`config.mk`:
```
export PLATFORM = sky130hd
export DESIGN_NAME = mem_arbiter
export DESIGN_NICKNAME = d
export VERILOG_FILES = /design/src/rtl/mem_arbiter.sv
export SDC_FILE = /design/constraint.sdc
export NUM_CORES = 1
export LEC_CHECK = 0
export BUFFER_PORTS_ARGS = -buffer_cell sky130_fd_sc_hd__buf_4
export CELL_PAD_IN_SITES_DETAIL_PLACEMENT = 0
export CELL_PAD_IN_SITES_GLOBAL_PLACEMENT = 1
export CORE_ASPECT_RATIO = 0.6
export CORE_MARGIN = 2
export CORE_UTILIZATION = 38
export DETAILED_ROUTE_END_ITERATION = 12
export PLACE_DENSITY_LB_ADDON = 0.1
export SLEW_MARGIN = 5
export SYNTH_ARGS = -nofsm -noshare
export SYNTH_HDL_FRONTEND = slang
export SYNTH_SLANG_ARGS = --single-unit
```
`constraint.sdc`:
```
create_clock -name clk -period 3.7 [get_ports clk]
set_input_delay 0.74 -clock clk [delete_from_list [all_inputs] [get_ports clk]]
set_output_delay 0.74 -clock clk [all_outputs]
set_load 0.01 [all_outputs]
```
`src/rtl/mem_arbiter.sv`:
```
// mem_arbiter: shares a byte-wide single-port RAM between instruction fetch and load/store traffic.
// Optional build macro MEM_ARB_FAST_WRITE_EN: stores raise mem_done_o on their last byte and skip DONE.
module mem_arbiter #(
   parameter int ADDR_W = 32
) (
   input  logic              clk,
   input  logic              rst,
   input  logic              if_req_i,
   input  logic [ADDR_W-1:0] if_addr_i,
   output logic [31:0]       if_data_o,
   output logic              if_done_o,
   input  logic              mem_req_i,
   input  logic              mem_we_i,
   input  logic [2:0]        mem_len_i,
   input  logic [ADDR_W-1:0] mem_addr_i,
   input  logic [31:0]       mem_wdata_i,
   output logic [31:0]       mem_rdata_o,
   output logic              mem_done_o,
   output logic [ADDR_W-1:0] ram_addr_o,
   output logic              ram_we_o,
   output logic [7:0]        ram_dout_o,
   input  logic [7:0]        ram_din_i,
   output logic              stallreq_o
);
   typedef enum logic [1:0] {S_IDLE, S_RD, S_WR, S_DONE} state_t;

   state_t            state_reg, state_next;
   logic [2:0]        cnt_reg, cnt_next;
   logic              owner_mem_reg;
   logic [ADDR_W-1:0] addr_reg;
   logic [2:0]        len_reg;
   logic [31:0]       wdata_reg;
   logic [31:0]       if_data_reg;
   logic [31:0]       mem_rdata_reg;

   logic              grant, grant_mem, if_abort, capture, last_wr;
   logic [2:0]        mem_len_dec;
   logic [1:0]        byte_idx;
   logic [7:0]        wdata_byte [4];

   always_comb begin
      case (mem_len_i)
         3'd1, 3'd2: mem_len_dec = mem_len_i;
         default:    mem_len_dec = 3'd4;
      endcase
   end

   genvar gi;
   generate
      for (gi = 0; gi < 4; gi++) begin : g_wbyte
         assign wdata_byte[gi] = wdata_reg[8*gi +: 8];
      end
   endgenerate

   // A fetch is dropped as soon as the pc moves on or the request is withdrawn.
   assign if_abort = (state_reg == S_RD) && !owner_mem_reg &&
                     (!if_req_i || (if_addr_i != addr_reg));
   assign last_wr  = (state_reg == S_WR) && (cnt_reg == len_reg - 3'd1);
   // RAM read latency is one cycle, so the byte seen at cnt belongs to address cnt-1.
   assign capture  = (state_reg == S_RD) && (cnt_reg != 3'd0) && !if_abort;
   assign byte_idx = 2'(cnt_reg - 3'd1);

   always_comb begin
      state_next = state_reg;
      cnt_next   = cnt_reg;
      grant      = 1'b0;
      grant_mem  = 1'b0;
      case (state_reg)
         S_IDLE: begin
            cnt_next = 3'd0;
            if (mem_req_i) begin
               grant      = 1'b1;
               grant_mem  = 1'b1;
               state_next = mem_we_i ? S_WR : S_RD;
            end else if (if_req_i) begin
               grant      = 1'b1;
               state_next = S_RD;
            end
         end
         S_RD: begin
            if (if_abort) begin
               state_next = S_IDLE;
               cnt_next   = 3'd0;
            end else if (cnt_reg == len_reg) begin
               state_next = S_DONE;
               cnt_next   = 3'd0;
            end else begin
               cnt_next = cnt_reg + 3'd1;
            end
         end
         S_WR: begin
            if (last_wr) begin
`ifdef MEM_ARB_FAST_WRITE_EN
               state_next = S_IDLE;
`else
               state_next = S_DONE;
`endif
               cnt_next = 3'd0;
            end else begin
               cnt_next = cnt_reg + 3'd1;
            end
         end
         S_DONE:  state_next = S_IDLE;
         default: state_next = S_IDLE;
      endcase
   end

   always_ff @(posedge clk) begin
      if (rst) begin
         state_reg     <= S_IDLE;
         cnt_reg       <= 3'd0;
         owner_mem_reg <= 1'b0;
         addr_reg      <= '0;
         len_reg       <= 3'd0;
         wdata_reg     <= 32'h0;
         if_data_reg   <= 32'h0;
         mem_rdata_reg <= 32'h0;
      end else begin
         state_reg <= state_next;
         cnt_reg   <= cnt_next;
         if (grant) begin
            owner_mem_reg <= grant_mem;
            addr_reg      <= grant_mem ? mem_addr_i : if_addr_i;
            len_reg       <= grant_mem ? mem_len_dec : 3'd4;
            wdata_reg     <= mem_wdata_i;
            // Cleared here so bytes beyond len read back as zero.
            if (grant_mem)
               mem_rdata_reg <= 32'h0;
            else
               if_data_reg <= 32'h0;
         end
         if (capture) begin
            if (owner_mem_reg)
               mem_rdata_reg[{byte_idx, 3'b000} +: 8] <= ram_din_i;
            else
               if_data_reg[{byte_idx, 3'b000} +: 8] <= ram_din_i;
         end
      end
   end

   assign ram_addr_o = ((state_reg == S_RD) || (state_reg == S_WR)) ?
                       addr_reg + ADDR_W'(cnt_reg) : '0;
   assign ram_we_o   = (state_reg == S_WR);
   assign ram_dout_o = ram_we_o ? wdata_byte[cnt_reg[1:0]] : 8'h00;

   assign if_done_o  = (state_reg == S_DONE) && !owner_mem_reg;
`ifdef MEM_ARB_FAST_WRITE_EN
   assign mem_done_o = ((state_reg == S_DONE) && owner_mem_reg) || last_wr;
`else
   assign mem_done_o = (state_reg == S_DONE) && owner_mem_reg;
`endif

   assign if_data_o   = if_data_reg;
   assign mem_rdata_o = mem_rdata_reg;
   assign stallreq_o  = (if_req_i & ~if_done_o) | (mem_req_i & ~mem_done_o);

endmodule

```
==> summary.md, run 1 <==
| Metric | Value |
|---|---|
| Synth Flop Type | dfxtp_1 |
| Status | complete, no violations |
| Mapped Nets | 1,028 |
| Largest cells by area after synthesis | dfxtp_1 (37%), mux2i_1 (7.7%), nand2_1 (6.9%) |
| Core Box Area | 0.0191 sq mm |
| Crit path launch type | register |
| Syn Std Cell Area | 0.00745 sq mm |
| Vias in the first global route | 6,657 |
| First-pass GRT wire length | 38.2 mm |
| Switching pwr | 2.17 mW |
| Clock Sinks | 137 |
| Slew Limit Fails | 0 |
| Slew @ Worst Pin | 1100 ps |
| Clock power share | 0.303 |
| Register share of total power | 0.335 |
| # rows | 39 |
| Internal | 3.75 mW |
| Yosys warns | 0 |
| WP data arrival | 2760 ps |
| Share of layout cells above drive strength 1 | 0.257 |
| Reg-to-reg slack, setup | 860 ps |
| Die Height | 112 um |
| Syn Area/Cell | 8.25 sq um |
| Tot GR Track Use | 0.242 |
| CTS max path bufs | 2 |
| Largest net degree at the start of global routing | 66 |
| Min-Delay Path Depth | 2 |
| Post-synth cell types | 47 |
| Switching Fraction | 0.366 |
| R2R Path Start | addr_reg[9] |
| Reg clk slew, reported paths | 60 ps |
| Vias per inst | 5.13 |
| WHS | 453 ps |
| Clock buffer count from CTS | 17 |
| Max_cap viols | 0 |
| Highest Clock Rate | 0.286 GHz |
| Synth-to-layout area growth | 34.1% |
| N_diodes | 0 |
| Total routed wirelength | 24.8 mm |
| FFs w/ async S/R, synth | 0 |
| Overflow left after global routing | 0 |
| # DRC | 0 |
| Initial antenna violation count | 0 |
| Post-synthesis register bit count | 137 |
| Period utilisation layout | 0.946 |
| Fin cells | 1,377 |
| # IOs | 220 |
| Worst r2r dst | if_data_o[12] |
| Initial DRC count | 573 |
| WL/cell | 18.0 um |
| Die area | 0.0208 sq mm |
| Number of fill cells | 1,924 |
| Gpl congestion | 0.854 |
| Hold path startpoint | wdata_reg[15] |
| Seq/Total Area, Yosys | 0.368 |
| Vias | 7,070 |
| Initial Util | 0.389 |
| PwrDens | 593 mW/mm^2 |
| Drt first pass iters | 5 |
| WHS Endpoint | wdata_reg[15] |
| Number of synthesized flops with an enable pin | 0 |
| Die X | 185 um |
| Cell taking the most area after synthesis | dfxtp_1 |
| Worst Clk Skew | 9.79 ps |
| Maximum VDD drop | 0.000338 V |
| Htree depth | 4 |
| Logic pwr share | 0.362 |
| # nets final | 1,224 |
| Fin Setup TNS | 0 ps |
| Leak Pwr | 4.19 nW |
| Fin area | 0.00998 sq mm |
| Final setup fails | 0 |
| Min Tclk post-route | 3500 ps |
| DPL Wire Length | 18.2 mm |
| CTS tree | done |
| Crit path capture type | output pin |
| Crit Path Class | reg2out |
| Synth top area share | 0.368 |
| RSZ-0062 raised after global routing | no |
| Final Hold Viols | 0 |
| Detail Route Antenna Nets | 0 |
| Placed Area | 0.00934 sq mm |
| Worst Hold Class | reg2reg |
| Crit-path max FO | 15 |
| Clock latency on the worst-skew pair | 420 ps |
| Req. time, crit path | 2960 ps |
| Post-CTS Setup Bufs | 0 |
| Clk root buf | clkbuf_16 |
| Port Buffers | 219 |
| Placed insts | 1,345 |
| R2R cell count | 6 |
| Cell count after synthesis | 902 |
| Relative slew slack | 0.261 |
[power groups by stage]
stage,sequential (mW),combinational (mW),clock (mW)
detailed placement,2.01,2.13,0
global route,2.02,2.36,1.89
floorplan,1.92,1.36,0
global placement,2.01,2.14,0
CTS,1.98,2.14,1.82
finish,1.98,2.14,1.80
[worst max path at each step]
stage	start	to	slack, ps
final	cnt_reg[1]	ram_addr_o[28]	200
after global routing	addr_reg[0]	ram_addr_o[28]	3
after CTS	cnt_reg[1]	ram_addr_o[28]	40
after detailed placement	if_addr_i[9]	if_data_o[14]	420
after global placement	if_addr_i[9]	if_data_o[14]	410
after floorplan	cnt_reg[0]	ram_addr_o[16]	790
[metrics by stage]
stage | total power, mW | worst slack, ps | util
floorplan | 3.29 | 788 | -
global placement | 4.14 | 410 | 0.488
detailed placement | 4.14 | 417 | 0.488
CTS | 5.94 | 40.9 | 0.521
global route | 6.27 | 3.43 | 0.522
finish | 5.92 | 202 | 0.522
[cells in the mapped netlist (2+ instances only)]
library cell and instances:
nor4_1 12, xor2_1 34, o2bb2ai_1 8, o21ai_0 5, nand3_1 63, and2_1 43
nor3_1 14, buf_2 4, mux4_2 8, nand2_1 136, inv_1 19, and3_1 8
a41o_1 2, nor2_1 52, nand2b_1 33, a211oi_1 31, and4_1 2, a21oi_1 69
nor4b_1 2, xnor2_1 27, nand4_1 9, a22oi_1 8, mux2i_1 57, nor2b_1 28
nor3_4 3, buf_1 7, nor4_2 3, dfxtp_1 137, ha_1 13, clkbuf_1 48
[layout make-up]
cell class              count  area (sq um)  share of cell area
repair buffers            237          1800               0.180
well taps                 266           333              0.0333
multi-input cells         686          4430               0.443
clock buffers              23           468              0.0469
clock inverters             9           145              0.0145
flip-flops and latches    137          2740               0.275
inverters                  19          71.3             0.00714
[cell usage in the layout (no fill, tap or decap), types with 3 or more instances in the layout]
cell type  count
ha_1          12
dfxtp_1      137
nand4_1        9
nor2_1        52
xor2_1        34
nand2_1      136
clkinv_2       5
and3_1         8
nor3_4         3
a22oi_1        8
nand2b_1      33
mux4_2         8
inv_1         19
a21oi_1       69
bufinv_16      4
nand3_1       63
buf_4        234
nor4_1        12
nor2b_1       26
o21ai_0        5
and2_1        43
xnor2_1       27
nor3_1        14
a211oi_1      31
clkbuf_1       4
mux2i_1       57
o2bb2ai_1      8
clkbuf_16     17
[logic make-up (layout without fill, tap and decap cells)]
group                      count (synthesis)  after routing  synth area share
xor gates and xnor gates                  62             62            0.0749
DFF                                      137            137             0.368
and+or+nand+nor                          413            413             0.280
muxes                                     65             65             0.101
buffers and inverters                     79            288            0.0415
adders and majority gates                 14             14            0.0245
AOI/OAI and AO/OA                        132            132             0.110
[worst max-delay path, cell delays in order, from the launching register on]
cell,delay [ps]
dfxtp_1,350
buf_6,210
fa_1,240
a21oi_1,130
nor4bb_2,430
nor2b_2,240
buf_6,160
nand4_1,130
xnor2_1,150
and2_1,160
buf_4,140
[per-layer routing]
metal,vias to the layer above,track usage,part of all wire
met1,3281,0.397,0.53
li1,3490,-,-
met3,13,0.0740,0.099
met2,286,0.297,0.36
met4,0,0.0492,0.0066
met5,-,0,0
[what timing repair did]
| action | in CTS | in global routing |
|---|---|---|
| endpoints found under the setup margin | 0 | 18 |
| gates resized for setup | 0 | 6 |
| hold buffers | 0 | 0 |
(Power assumes the default switching activity.)
==> run 2: changes to the inputs <==
--- a/config.mk
+++ b/config.mk
@@ -12,7 +12,7 @@
 export CORE_MARGIN = 2
 export CORE_UTILIZATION = 38
 export DETAILED_ROUTE_END_ITERATION = 12
-export PLACE_DENSITY_LB_ADDON = 0.1
+export PLACE_DENSITY = 0.78
 export SLEW_MARGIN = 5
 export SYNTH_ARGS = -nofsm -noshare
 export SYNTH_HDL_FRONTEND = slang
==> run 2 against run 1 <==
Compared with the run above:
- combinational power hardly changed
- via count increased by 0.66%
- clock skew increased by 5.3 ps
- power decreased by 2.4%
- critical endpoint is now ram_addr_o[16]
- largest power group unchanged
==> summary.md, run 2 (synthesis results as in run 1) <==
| Metric | Value |
|---|---|
| Status | complete, no violations |
| Initial Util | 0.389 (unchanged) |
| Final setup fails | 0 (unchanged) |
| Initial DRC count | 604 (+5.4%) |
| Clock buffer count from CTS | 17 (unchanged) |
| Number of fill cells | 1,876 (-2.5%) |
| Vias | 7,117 (+0.66%) |
| Most used cell, CP | buf_4 |
| DPL Wire Length | 18.6 mm (+1.8%) |
| Drt first pass iters | 5 (unchanged) |
| Crit path capture type | output pin |
| CTS tree | done |
| # IOs | 220 (unchanged) |
| Overflow left after global routing | 0 (unchanged) |
| Min Tclk post-route | 3540 ps (+38.4 ps) |
| Port Buffers | 219 (unchanged) |
| Util after Layout | 0.520 (-0.00236) |
| Clk root buf | clkbuf_16 |
| Vias in the first global route | 6,770 (+1.7%) |
| Leak Pwr | 4.19 nW (-0.14%) |
| Final Hold Viols | 0 (unchanged) |
| Detail Route Antenna Nets | 0 (unchanged) |
| Share of layout cells above drive strength 1 | 0.258 (+0.00180) |
| CTS max path bufs | 2 (unchanged) |
| Clock latency on the worst-skew pair | 420 ps (about the same) |
| Maximum VDD drop | 0.000398 V (+18%) |
| Relative slew slack | 0.303 (+0.0420) |
| First-pass GRT wire length | 39.2 mm (+2.5%) |
| Total routed wirelength | 25.4 mm (+2.5%) |
| Period utilisation layout | 0.956 (+0.0104) |
| Worst path cell trace | ha_1, fa_1, a21oi_1, nor4bb_4, nor2b_1, buf_4, and3_1, xor2_1, and2_1, buf_4 |
| Reg clk slew, reported paths | 60 ps (about the same) |
| Largest net degree at the start of global routing | 77 (+17%) |
| Crit-path max FO | 9 (-6) |
| RSZ-0062 raised after global routing | no |
| Slew @ Worst Pin | 1040 ps (-62.5 ps) |
| Slew Limit Fails | 0 (unchanged) |
| WP data arrival | 2800 ps (+40 ps) |
| # DRC | 0 (unchanged) |
| Req. time, crit path | 2960 ps (about the same) |
| Vias per inst | 5.17 (+0.66%) |
| Crit path launch type | register |
| Die Height | 112 um (unchanged) |
| Worst Hold Class | reg2reg |
| N_diodes | 0 (unchanged) |
| Most common cell after layout, fill and taps aside | buf_4 |
| Gpl congestion | 0.913 (+6.8%) |
| Buf/Inv on CP | 2 (-1) |
| # rows | 39 (unchanged) |
| Slowest-stage cell, CP | fa_1 |
| # nets final | 1,224 (unchanged) |
| Worst Clk Skew | 15.1 ps (+5.35 ps) |
| Die area | 0.0208 sq mm (unchanged) |
| Htree depth | 4 (unchanged) |
| Core Box Area | 0.0191 sq mm (unchanged) |
| WL/cell | 18.5 um (+2.5%) |
| Max_cap viols | 0 (unchanged) |
| Delay-heaviest family, CP | adder cells |
| Max incr delay on CP | 400 ps (-30 ps) |
| Fin Setup TNS | 0 ps (unchanged) |
| PwrDens | 582 mW/mm^2 (-1.9%) |
| Clock Sinks | 137 (unchanged) |
| Highest Clock Rate | 0.283 GHz (-1.1%) |
| Crit Path Class | reg2out |
| Die X | 185 um (unchanged) |
| Initial antenna violation count | 0 (unchanged) |
| Tot GR Track Use | 0.245 (+0.00295) |
| Synth-to-layout area growth | 33.5% |
| Most frequent cells in the layout | buf_4 (236), dfxtp_1 (137), nand2_1 (136) |
-- run 2: changes by cell type in the layout (fill, tap and decap cells not counted), sizes merged --
cell      delta
clkinvlp     +1
bufinv       -4
inv          +8
clkbuf       -5
-- run 2: worst min-delay path, delay by kind of cell (launching register included) --
kind             cells  cell delay (ps)
flip-flops           1              310
AND/OR/NAND/NOR      1               50
AO/OA/AOI/OAI        1               50
-- run 2: layer usage --
metal  up-vias  global-route usage  share of wire  wire (um)
met5         -                   0              0          0
met4         0              0.0487         0.0044        112
met3         8              0.0600          0.084       2120
met2       268               0.323           0.39      10000
met1      3360               0.393           0.52      13200
li1       3481                   -              -          -
-- run 2: area by class of cell --
class	count	area, sq um	share of cell area
multi-input combinational	686	4430	0.446
sequential	137	2740	0.276
inverter	19	71.3	0.00718
tap	266	333	0.0335
clock inverter	14	133	0.0133
clock buffer	18	439	0.0442
timing repair buffer	237	1790	0.180
-- run 2: worst paths after layout --
kind | start | end | slack, ps | cells after the start
worst max-delay path | addr_reg[0] | ram_addr_o[16] | 160 | 10
worst min-delay path | wdata_reg[14] | wdata_reg[14] | 460 | 2
worst max register to register | addr_reg[9] | if_data_o[18] | 950 | 6
worst min register to register | wdata_reg[14] | wdata_reg[14] | 460 | 2
-- run 2: repair_timing --
| action | in CTS | in global routing |
|---|---|---|
| buffers inserted | 0 | 0 |
| hold buffers | 0 | 0 |
| resized for setup | 0 | 3 |
| endpoints found under the setup margin | 0 | 18 |
-- run 2: stage by stage --
step / area [sq um] / setup slack, ps / hold slack [ps] / total power, mW / cells
final: 9940 / 163 / 456 / 5.78 / 1377
after global placement: 9340 / 517 / 442 / 4.10 / 1345
after floorplan: 7450 / 788 / 433 / 3.29 / 902
after detailed placement: 9340 / 471 / 447 / 4.11 / 1345
after global routing: 9940 / 37.7 / 472 / 6.12 / 1377
after CTS: 9920 / 22.8 / 456 / 5.78 / 1377
-- run 2: report_power, final --
group	internal, mW	total (mW)	leakage [nW]	switching [mW]
logic	0.867	2.13	2.79	1.26
clock network	0.909	1.67	0.281	0.760
registers	1.72	1.99	1.12	0.266
total	3.49	5.78	4.19	2.29
